--- src/rtl/spi_request_arbiter.sv ---
// spi_request_arbiter
// Shares one spi_logic_master between NREQ requesters (CPU core, DMA, boot
// loader) on the clk_cpu domain. Requesters are served round-robin. The granted
// requester's bitrate, TX word and control word are registered onto the master
// inputs. The arbiter then pulses the start bit and waits for a fresh rising
// edge of IRQ_SPI. The received word is returned with a one-cycle done pulse.
//
// Optional feature: define SPI_ARB_TIMEOUT_EN to bound the time spent waiting
// for IRQ_SPI to TIMEOUT cycles. An expired transfer completes with err=1 and
// rd_data=0. Without the macro there is no counter and err is tied low.
//
// Timing, counted in clk_cpu cycles:
//   req seen in IDLE (cycle 0) -> ARB (1) -> LOAD (2) -> START bit high (3).
//   IRQ_SPI rise seen in WAIT (cycle 0) -> DONE (1) -> done pulse (2).
// The done pulse is registered out of DONE. It therefore appears in the cycle
// after DONE, while the FSM is already back in IDLE. gnt is held through that
// cycle, so done is always accompanied by the matching grant.

module spi_request_arbiter #(
   parameter int NREQ      = 2,
   parameter int START_BIT = 0,
   parameter int TIMEOUT   = 65535
) (
   input  logic                clk_cpu,
   input  logic                rst,
   input  logic [NREQ-1:0]     req,
   input  logic [NREQ*32-1:0]  req_bitrate,
   input  logic [NREQ*32-1:0]  req_data,
   input  logic [NREQ*9-1:0]   req_ctrl,
   output logic [NREQ-1:0]     gnt,
   output logic [NREQ-1:0]     done,
   output logic                err,
   output logic [31:0]         rd_data,
   output logic                busy,
   output logic [31:0]         SPI_BITRATE,
   output logic [31:0]         SPI_DATA_OUT,
   output logic [8:0]          SPI_CTRL,
   input  logic [31:0]         SPI_DATA_IN,
   input  logic                IRQ_SPI
);

   localparam int IW = (NREQ > 1) ? $clog2(NREQ) : 1;

   typedef enum logic [2:0] {
      ST_IDLE,
      ST_ARB,
      ST_LOAD,
      ST_START,
      ST_WAIT,
      ST_DONE
   } state_t;

   state_t          state;
   state_t          state_next;

   logic [IW-1:0]   idx;
   logic [IW-1:0]   rr_ptr;
   logic [IW-1:0]   rr_next;
   logic            irq_q;
   logic            complete;
   logic            timeout_hit;

   logic            pick_found;
   logic [IW-1:0]   pick_idx;
   int              cand;

   logic [31:0]     bitrate_pick;
   logic [31:0]     data_pick;
   logic [8:0]      ctrl_pick;

   // A completion is a fresh rising edge of IRQ_SPI seen while waiting.
   // A level that is already high on entry to WAIT is not a completion.
   assign complete = (state == ST_WAIT) && IRQ_SPI && !irq_q;

   assign busy = (state != ST_IDLE);

   // The pointer advances past the requester just served.
   assign rr_next = (idx == IW'(NREQ - 1)) ? '0 : idx + IW'(1);

   // Round-robin search: first set request at or after rr_ptr, wrapping mod NREQ
   always_comb begin
      pick_found = 1'b0;
      pick_idx   = '0;
      cand       = 0;
      for (int k = 0; k < NREQ; k++) begin
         cand = int'(rr_ptr) + k;
         if (cand >= NREQ) begin
            cand = cand - NREQ;
         end
         for (int j = 0; j < NREQ; j++) begin
            if (!pick_found && (cand == j) && req[j]) begin
               pick_found = 1'b1;
               pick_idx   = IW'(j);
            end
         end
      end
   end

   // Select the chosen requester's words; the start bit is forced low for setup
   always_comb begin
      bitrate_pick = '0;
      data_pick    = '0;
      ctrl_pick    = '0;
      for (int k = 0; k < NREQ; k++) begin
         if (pick_idx == IW'(k)) begin
            bitrate_pick = req_bitrate[k*32 +: 32];
            data_pick    = req_data[k*32 +: 32];
            ctrl_pick    = req_ctrl[k*9 +: 9];
         end
      end
      ctrl_pick[START_BIT] = 1'b0;
   end

   // FSM state register
   always_ff @(posedge clk_cpu) begin
      if (rst) begin
         state <= ST_IDLE;
      end else begin
         state <= state_next;
      end
   end

   // FSM next-state logic
   always_comb begin
      state_next = state;
      case (state)
         ST_IDLE: begin
            if (|req) begin
               state_next = ST_ARB;
            end
         end
         ST_ARB: begin
            state_next = pick_found ? ST_LOAD : ST_IDLE;
         end
         ST_LOAD: begin
            state_next = ST_START;
         end
         ST_START: begin
            state_next = ST_WAIT;
         end
         ST_WAIT: begin
            if (complete || timeout_hit) begin
               state_next = ST_DONE;
            end
         end
         ST_DONE: begin
            state_next = ST_IDLE;
         end
         default: begin
            state_next = ST_IDLE;
         end
      endcase
   end

   // Grant, master-side registers, read data, done pulse and rr pointer
   always_ff @(posedge clk_cpu) begin
      if (rst) begin
         idx          <= '0;
         rr_ptr       <= '0;
         irq_q        <= 1'b0;
         gnt          <= '0;
         done         <= '0;
         rd_data      <= '0;
         SPI_BITRATE  <= '0;
         SPI_DATA_OUT <= '0;
         SPI_CTRL     <= '0;
      end else begin
         irq_q <= IRQ_SPI;
         done  <= '0;
         case (state)
            ST_IDLE: begin
               gnt <= '0;
            end
            ST_ARB: begin
               if (pick_found) begin
                  idx          <= pick_idx;
                  gnt          <= NREQ'(1) << pick_idx;
                  SPI_BITRATE  <= bitrate_pick;
                  SPI_DATA_OUT <= data_pick;
                  SPI_CTRL     <= ctrl_pick;
               end
            end
            ST_LOAD: begin
               SPI_CTRL[START_BIT] <= 1'b1;
            end
            ST_WAIT: begin
               if (complete) begin
                  rd_data             <= SPI_DATA_IN;
                  SPI_CTRL[START_BIT] <= 1'b0;
               end else if (timeout_hit) begin
                  rd_data             <= '0;
                  SPI_CTRL[START_BIT] <= 1'b0;
               end
            end
            ST_DONE: begin
               done   <= gnt;
               rr_ptr <= rr_next;
            end
            default: begin
            end
         endcase
      end
   end

`ifdef SPI_ARB_TIMEOUT_EN
   logic [31:0] wait_cnt;
   logic        timed_out;
   logic        err_q;

   // wait_cnt equals the number of cycles already spent in WAIT.
   // WAIT is left one cycle early because done and err are registered out of
   // DONE, so they appear exactly TIMEOUT cycles after entering WAIT.
   // TIMEOUT must be at least 2.
   assign timeout_hit = (state == ST_WAIT) && (wait_cnt == 32'(TIMEOUT - 2));
   assign err         = err_q;

   // Wait-cycle counter and the timeout flag carried into the done pulse
   always_ff @(posedge clk_cpu) begin
      if (rst) begin
         wait_cnt  <= '0;
         timed_out <= 1'b0;
         err_q     <= 1'b0;
      end else begin
         err_q <= 1'b0;
         case (state)
            ST_START: begin
               wait_cnt  <= '0;
               timed_out <= 1'b0;
            end
            ST_WAIT: begin
               wait_cnt <= wait_cnt + 32'd1;
               if (!complete && timeout_hit) begin
                  timed_out <= 1'b1;
               end
            end
            ST_DONE: begin
               err_q     <= timed_out;
               timed_out <= 1'b0;
            end
            default: begin
            end
         endcase
      end
   end
`else
   assign timeout_hit = 1'b0;
   assign err         = 1'b0;
`endif

endmodule

--- config.mk ---
export PLATFORM = sky130hd
export DESIGN_NAME = spi_request_arbiter
export DESIGN_NICKNAME = d
export VERILOG_FILES = /design/src/rtl/spi_request_arbiter.sv
export SDC_FILE = /design/constraint.sdc
export NUM_CORES = 1
export LEC_CHECK = 0
export CAP_MARGIN = 20
export CORE_AREA = 2 2 115 117
export DETAILED_ROUTE_END_ITERATION = 7
export DIE_AREA = 0 0 117 119
export DONT_BUFFER_PORTS = 1
export PLACE_DENSITY_LB_ADDON = 0.1
export RECOVER_POWER = 25
export SETUP_SLACK_MARGIN = 0.5
export SLEW_MARGIN = 0
export SYNTH_ARGS = -nofsm -noshare
export SYNTH_HDL_FRONTEND = slang
export SYNTH_SLANG_ARGS = --single-unit
export TNS_END_PERCENT = 30
--- constraint.sdc ---
create_clock -name clk_cpu -period 2.5 [get_ports clk_cpu]
set_input_delay 0.375 -clock clk_cpu [delete_from_list [all_inputs] [get_ports clk_cpu]]
set_output_delay 0.375 -clock clk_cpu [all_outputs]
set_load 0.05 [all_outputs]
# == Yosys cells after proc, flatten, opt, wreduce, memory -nomap -nowiden ==
# Index checks and enable logic that the tools add are counted.
# W data, S select, Z words.
# word_totals
register_bits,115
latch_bits,0
mem_bits_rw,0
romBits,0
inputBits,183
out_inout_bits,111
word_cells,77
n_memories,0
# classes
n_addsub,4
n_mul,0
div,0
n_lt_le_gt_ge,2
eq_ne,10
n_shift,1
muxes,22
bitwise_logic,1
n_reduce_logical,26
# ops
cell,n
$mux W32,4
$eq A32 B2 Y1 const B,2
$logic_not A32 Y1,2
$pmux W3 S5,1
$mux W1,10
$logic_and A1 B1 Y1,9
$mux W9,1
$reduce_and A2 Y1,4
$eq A3 B2 Y1 const B,2
$eq A3 B3 Y1 const B,2
$mux W3,2
$ne A2 B2 Y1 const B,3
$reduce_bool A3 Y1,2
$logic_not A1 Y1,4
$mux W2,2
$pmux W2 S2,1
$reduce_or A2 Y1,2
$eq A3 B1 Y1 const B,1
$logic_not A3 Y1,1
$pmux W1 S3,1
$reduce_and A3 Y1,1
$sub A1 B2 Y3 const B,1
$sub A2 B2 Y3 const B,1
$add A1 B1 Y2 const B,1
6 further kinds,6

# == Logic depth before layout (Yosys ltp) ==
# logic_depth
ltp_word,20
ltp_mapped,6
depth_no_buf,4

# == Worst setup path after synthesis ==
# OpenSTA, ideal clock, no wires.
# synth_path
path_type,register -> register
from,register state[0]
to,register SPI_DATA_OUT[1]
setup_time_ps,133
arrival_ps,1445
t_required_ps,2367
setup_slack_ps,921
stages_incl_launch_ff,6
path_buffers,2
synth_period_minus_slack_ps,1579
path_cell_list,dfxtp_1 -> or3b_4 -> nor2_8 -> buf_4 -> buf_2 -> a311oi_1
# synth_via
elab_chain_cells,2
# synth_rtl
element,line,rtl
start: declaration,53,state_t state;
start signal: assignment,119,state <= state_next;
$eq A3 B1 Y1,170,case (state)
$reduce_and A2 Y1 (no source line),n/a,
end signal: assignment,179,SPI_DATA_OUT <= data_pick;
end: declaration,36,"output logic [31:0] SPI_DATA_OUT,"
# Every way passes these cells.
# A chain may end at the register's enable or synchronous reset.

# == Worst setup path in the final report ==
# layout_path
from,register state[2]
to,register SPI_BITRATE[14]
# layout_via
elab_chain_cells,2
# layout_rtl
element,line,rtl
$eq A3 B1 Y1,170,
$reduce_and A2 Y1 (no source line),n/a,
end signal: assignment,178,SPI_BITRATE <= bitrate_pick;
end: declaration,35,"output logic [31:0] SPI_BITRATE,"
# Every way passes these cells.

==> impl_results.html <==
<table>
<tr><th>Metric</th><th>Value</th></tr>
<tr><th colspan="2">Critical path</th></tr>
<tr><td>Reg2reg path depth</td><td>5</td></tr>
<tr><td>CP Capture Type</td><td>flop</td></tr>
<tr><td>Arrival time at the worst endpoint</td><td>2230 ps</td></tr>
<tr><td>Slowest library cell on the worst path</td><td>or3b_1</td></tr>
<tr><td>Maximum single-stage delay on the critical path</td><td>550 ps</td></tr>
<tr><td>Biggest fanout along the worst timing path</td><td>68</td></tr>
<tr><td>Data required time of the worst path</td><td>2810 ps</td></tr>
<tr><td>Worst r2r dst</td><td>SPI_BITRATE[14]</td></tr>
<tr><td>Category of the critical setup timing path</td><td>reg2reg</td></tr>
<tr><td>Critical-path cell list</td><td>or3b_1 &gt; nor2_8 &gt; buf_12 &gt; nor2_1 &gt; a311oi_1</td></tr>
<tr><td>Worst Setup SP</td><td>state[2]</td></tr>
<tr><td>Worst setup slack for register-to-register paths</td><td>580 ps</td></tr>
<tr><td>Critical path launch point type</td><td>flop</td></tr>
<tr><td>Startpoint of the worst-slack reg-to-reg timing path</td><td>state[2]</td></tr>
<tr><th colspan="2">Power and ir drop</th></tr>
<tr><td>Leak</td><td>0.00188 µW</td></tr>
<tr><td>Pwr per Cell Area</td><td>994 nW/µm²</td></tr>
<tr><td>Overall power</td><td>roughly 5300 µW</td></tr>
<tr><td>Switching power</td><td>1560 µW</td></tr>
<tr><td>Switching Share</td><td>29.6%</td></tr>
<tr><td>Internal power component</td><td>3700 µW</td></tr>
<tr><td>Clk network pwr share</td><td>44.9%</td></tr>
<tr><td>Proportion of power drawn by flip-flops and latches</td><td>between 40 and 50%</td></tr>
<tr><td>Fraction of power consumed by combinational cells</td><td>7.7%</td></tr>
<tr><td>Peak supply drop</td><td>about 360 µV</td></tr>
<tr><th colspan="2">Die</th></tr>
<tr><td>DIE HEIGHT</td><td>119 µm</td></tr>
<tr><td>Overall die width</td><td>117 µm</td></tr>
<tr><td>Initial Util</td><td>36.2%</td></tr>
<tr><td>Top-level port count</td><td>between 200 and 300</td></tr>
<tr><td>Floorplan die area</td><td>13900 µm²</td></tr>
<tr><td>Placeable core region</td><td>roughly 13000 µm²</td></tr>
<tr><td>Number of placement rows</td><td>42</td></tr>
<tr><th colspan="2">Timing</th></tr>
<tr><td>Share of the cycle needed by the critical path after routing</td><td>76.7%</td></tr>
<tr><td>F_max</td><td>0.522 GHz</td></tr>
<tr><td>Minimum clock period after layout</td><td>1920 ps</td></tr>
<tr><td>Tightest Pin Transition</td><td>~620 ps</td></tr>
<tr><td>WHS</td><td>38.6 ps</td></tr>
<tr><td>Maximum clock skew at final layout</td><td>5.40 ps</td></tr>
<tr><td>Final count of pins violating max slew</td><td>0</td></tr>
<tr><td>Final sum of negative setup slack</td><td>0 ps</td></tr>
<tr><td>RSZ-0062 raised after global routing</td><td>yes</td></tr>
<tr><td>Final Setup Violations</td><td>0</td></tr>
<tr><td>Worst rel slew slack</td><td>about three fifths</td></tr>
<tr><td>Final Hold Vio Count</td><td>0</td></tr>
<tr><th colspan="2">Layout</th></tr>
<tr><td>Fraction of final layout cells sized beyond drive strength 1</td><td>6.60%</td></tr>
<tr><td>Most common library cell in the layout ignoring fill and taps</td><td>nand2_1</td></tr>
<tr><td>Syn-to-layout area delta</td><td>13.4%</td></tr>
<tr><td>Commonest cells after routing, fill and taps aside</td><td>211 x nand2_1, 115 x dfxtp_1, 75 x nor2_1, 73 x a311oi_1, 38 x a21oi_1</td></tr>
<tr><td>Final-layout fill cell count</td><td>1332</td></tr>
<tr><td>Net count, final</td><td>749</td></tr>
<tr><td>Final antenna diode count</td><td>0</td></tr>
<tr><td>Number of non-filler instances in the completed layout</td><td>752</td></tr>
<tr><th colspan="2">Worst hold path</th></tr>
<tr><td>Class of the tightest hold or removal check</td><td>in2reg</td></tr>
<tr><td>Startpoint of the worst hold path</td><td>rst</td></tr>
<tr><td>Hold depth</td><td>1</td></tr>
<tr><td>Terminating pin of the worst hold path</td><td>rd_data[26]</td></tr>
<tr><th colspan="2">Logic synthesis</th></tr>
<tr><td>XOR/XNOR Fraction of Synth Area</td><td>0%</td></tr>
<tr><td>Most common flop cell mapped by yosys</td><td>dfxtp_1</td></tr>
<tr><td>Mux share of post-synthesis cell area</td><td>0.215%</td></tr>
<tr><td>Post-synthesis adder-cell area fraction</td><td>0%</td></tr>
<tr><td>Count of yosys warnings during synthesis</td><td>0</td></tr>
<tr><td>Async SR Flop Fraction</td><td>0%</td></tr>
<tr><td>Post-synth EDFFs</td><td>0</td></tr>
<tr><td>Dominant combinational cell family by area after synthesis</td><td>simple AND/OR/NAND/NOR gates</td></tr>
<tr><td>Count of mapped cells out of synthesis</td><td>591</td></tr>
<tr><td>Cell variety after synth</td><td>26</td></tr>
<tr><td>Simple-Gate Fraction of Synth Area</td><td>26.1%</td></tr>
<tr><td>Cell area after synthesis</td><td>4670 µm²</td></tr>
<tr><td>Seq cells post-synth</td><td>115</td></tr>
<tr><td>Synthesized Nets</td><td>774</td></tr>
<tr><td>Compound-gate portion of the synthesized area</td><td>18.6%</td></tr>
<tr><td>Fraction of the yosys area taken by sequential cells</td><td>between 40 and 50%</td></tr>
<tr><td>Synthesized area per cell</td><td>7.89 µm²</td></tr>
<tr><th colspan="2">Status</th></tr>
<tr><td>Result of the run</td><td>complete, no violations</td></tr>
<tr><th colspan="2">GRT</th></tr>
<tr><td>Total routing usage reported by global routing</td><td>18.0%</td></tr>
<tr><td>Via count of the first global-routing pass</td><td>approximately 3700</td></tr>
<tr><td>Antenna violations before repair</td><td>0</td></tr>
<tr><td>Global-route congestion overflow total</td><td>0</td></tr>
<tr><td>Largest net degree at the start of global routing</td><td>117</td></tr>
<tr><td>Global-route wire length before repair</td><td>19200 µm</td></tr>
<tr><th colspan="2">Placement</th></tr>
<tr><td>DP Wirelength</td><td>8780 µm</td></tr>
<tr><td>Number of instances in the placed design</td><td>a little over 700</td></tr>
<tr><td>RD Place Congestion</td><td>0.738</td></tr>
<tr><td># port buffers</td><td>0</td></tr>
<tr><th colspan="2">Clocking</th></tr>
<tr><td>Clock-pin transition on the worst setup and hold timing paths</td><td>50 ps</td></tr>
<tr><td>Max Buffers Root-to-Sink</td><td>2</td></tr>
<tr><td>Maximum level of the CTS H-tree</td><td>4</td></tr>
<tr><td>CTS tree</td><td>built</td></tr>
<tr><td>CTS buffer count</td><td>17</td></tr>
<tr><td>Source-to-sink clock delay at the later pin of the worst-skew pair</td><td>410 ps</td></tr>
<tr><td>Sink count of the clock tree</td><td>roughly 120</td></tr>
<tr><td>Quantity of hold-fixing buffers added after cts</td><td>0</td></tr>
<tr><td>Root cell of the clock tree</td><td>clkbuf_16</td></tr>
<tr><th colspan="2">Route</th></tr>
<tr><td>First drt pass iteration count</td><td>4</td></tr>
<tr><td>Violation count after the first detailed-routing iteration</td><td>236</td></tr>
<tr><td>Total via count after detailed routing</td><td>4040</td></tr>
<tr><td>Antenna Violating Nets Remaining</td><td>0</td></tr>
<tr><td>Detailed-route vias per instance</td><td>5.37</td></tr>
<tr><td>Total wire length after detailed routing</td><td>13000 µm</td></tr>
<tr><td>Average wire per standard cell</td><td>17.3 µm</td></tr>
<tr><td>Post-detailed-route DRC marker count</td><td>0</td></tr>
<tr><th colspan="2">Run</th></tr>
<tr><td>Reported max-cap violation count</td><td>0</td></tr>
</table>
-- state kept, by name (all words and copies together), names as in the netlist --
| signal | cells |
|---|---|
| SPI_BITRATE | 32 |
| SPI_CTRL | 9 |
| SPI_DATA_OUT | 32 |
| done | 2 |
| gnt | 2 |
| idx | 1 |
| irq_q | 1 |
| rd_data | 32 |
| rr_ptr | 1 |
| state | 3 |
-- critical path: cells and delay by family, from the launching register on --
kind	cells	cell delay, ps
buffers and inverters	1	260
AOI/OAI and AO/OA	1	280
and+or+nand+nor	3	810
DFF	1	420
-- worst max path at each step --
| stage | end | slack, ps |
|---|---|---|
| final | SPI_BITRATE[14] | 580 |
| after floorplan | SPI_DATA_OUT[1] | 920 |
| after detailed placement | SPI_DATA_OUT[11] | 660 |
| after global routing | SPI_CTRL[8] | 410 |
| after CTS | busy | 610 |
| after global placement | SPI_BITRATE[31] | 730 |
-- cells in the mapped netlist (all sizes together), types with 2 or more instances --
cell	instances	area (µm²)
dfxtp	115	2300
a311oi	73	639
nand3b	2	15.0
nor2b	4	25.0
clkbuf	35	131
nand2	212	796
o21ai	2	10.0
nor2	76	302
nand2b	4	25.0
nor3b	2	15.0
buf	17	134
a21oi	38	190
-- logic make-up (layout without fill, tap and decap cells) --
kind of cell           Yosys count  after routing
muxes                            1              1
AOI/OAI and AO/OA              116            116
DFF                            115            115
other                            1              1
buffers and inverters           52             37
and+or+nand+nor                306            306
-- metal layers --
| layer | track usage [%] | vias to the layer above | part of all wire [%] |
|---|---|---|---|
| li1 | - | 1964 | - |
| met1 | 19.2 | 1850 | 38 |
| met2 | 29.9 | 204 | 48 |
| met3 | 8.24 | 22 | 11 |
| met4 | 8.46 | 0 | 2.3 |
| met5 | 0 | - | 0 |
-- through the flow --
| step | worst slack [ps] | instance area [µm²] | utilization, % |
|---|---|---|---|
| 4_1_cts | 610 | 5290 | 41.1 |
| 2_1_floorplan | 921 | 4670 | - |
| 3_5_place_dp | 657 | 4710 | 36.6 |
| 6_report | 583 | 5290 | 41.1 |
| 5_1_grt | 406 | 5290 | 41.1 |
| 3_3_place_gp | 731 | 4710 | 36.6 |
-- layout make-up --
class	instances	area, µm²	area share [%]
Sequential cell	115	2300	43.5
Tap cell	176	220	4.16
Timing Repair Buffer	8	90.1	1.70
Multi-Input combinational cell	424	2100	39.7
Clock inverter	5	75.1	1.42
Clock buffer	24	502	9.49
-- power by group through the flow --
stage               Combinational (µW)  Sequential (µW)  Clock [µW]
floorplan                          388             2490           0
global placement                   392             2530           0
detailed placement                 408             2530           0
CTS                                407             2500        2420
global route                       461             2510        2500
finish                             404             2490        2360
-- timing repair --
item,in CTS,in global routing
gates resized for setup,0,1
setup endpoints to repair,0,1
setup buffers,0,0
Power figures use the tool's default switching activity.
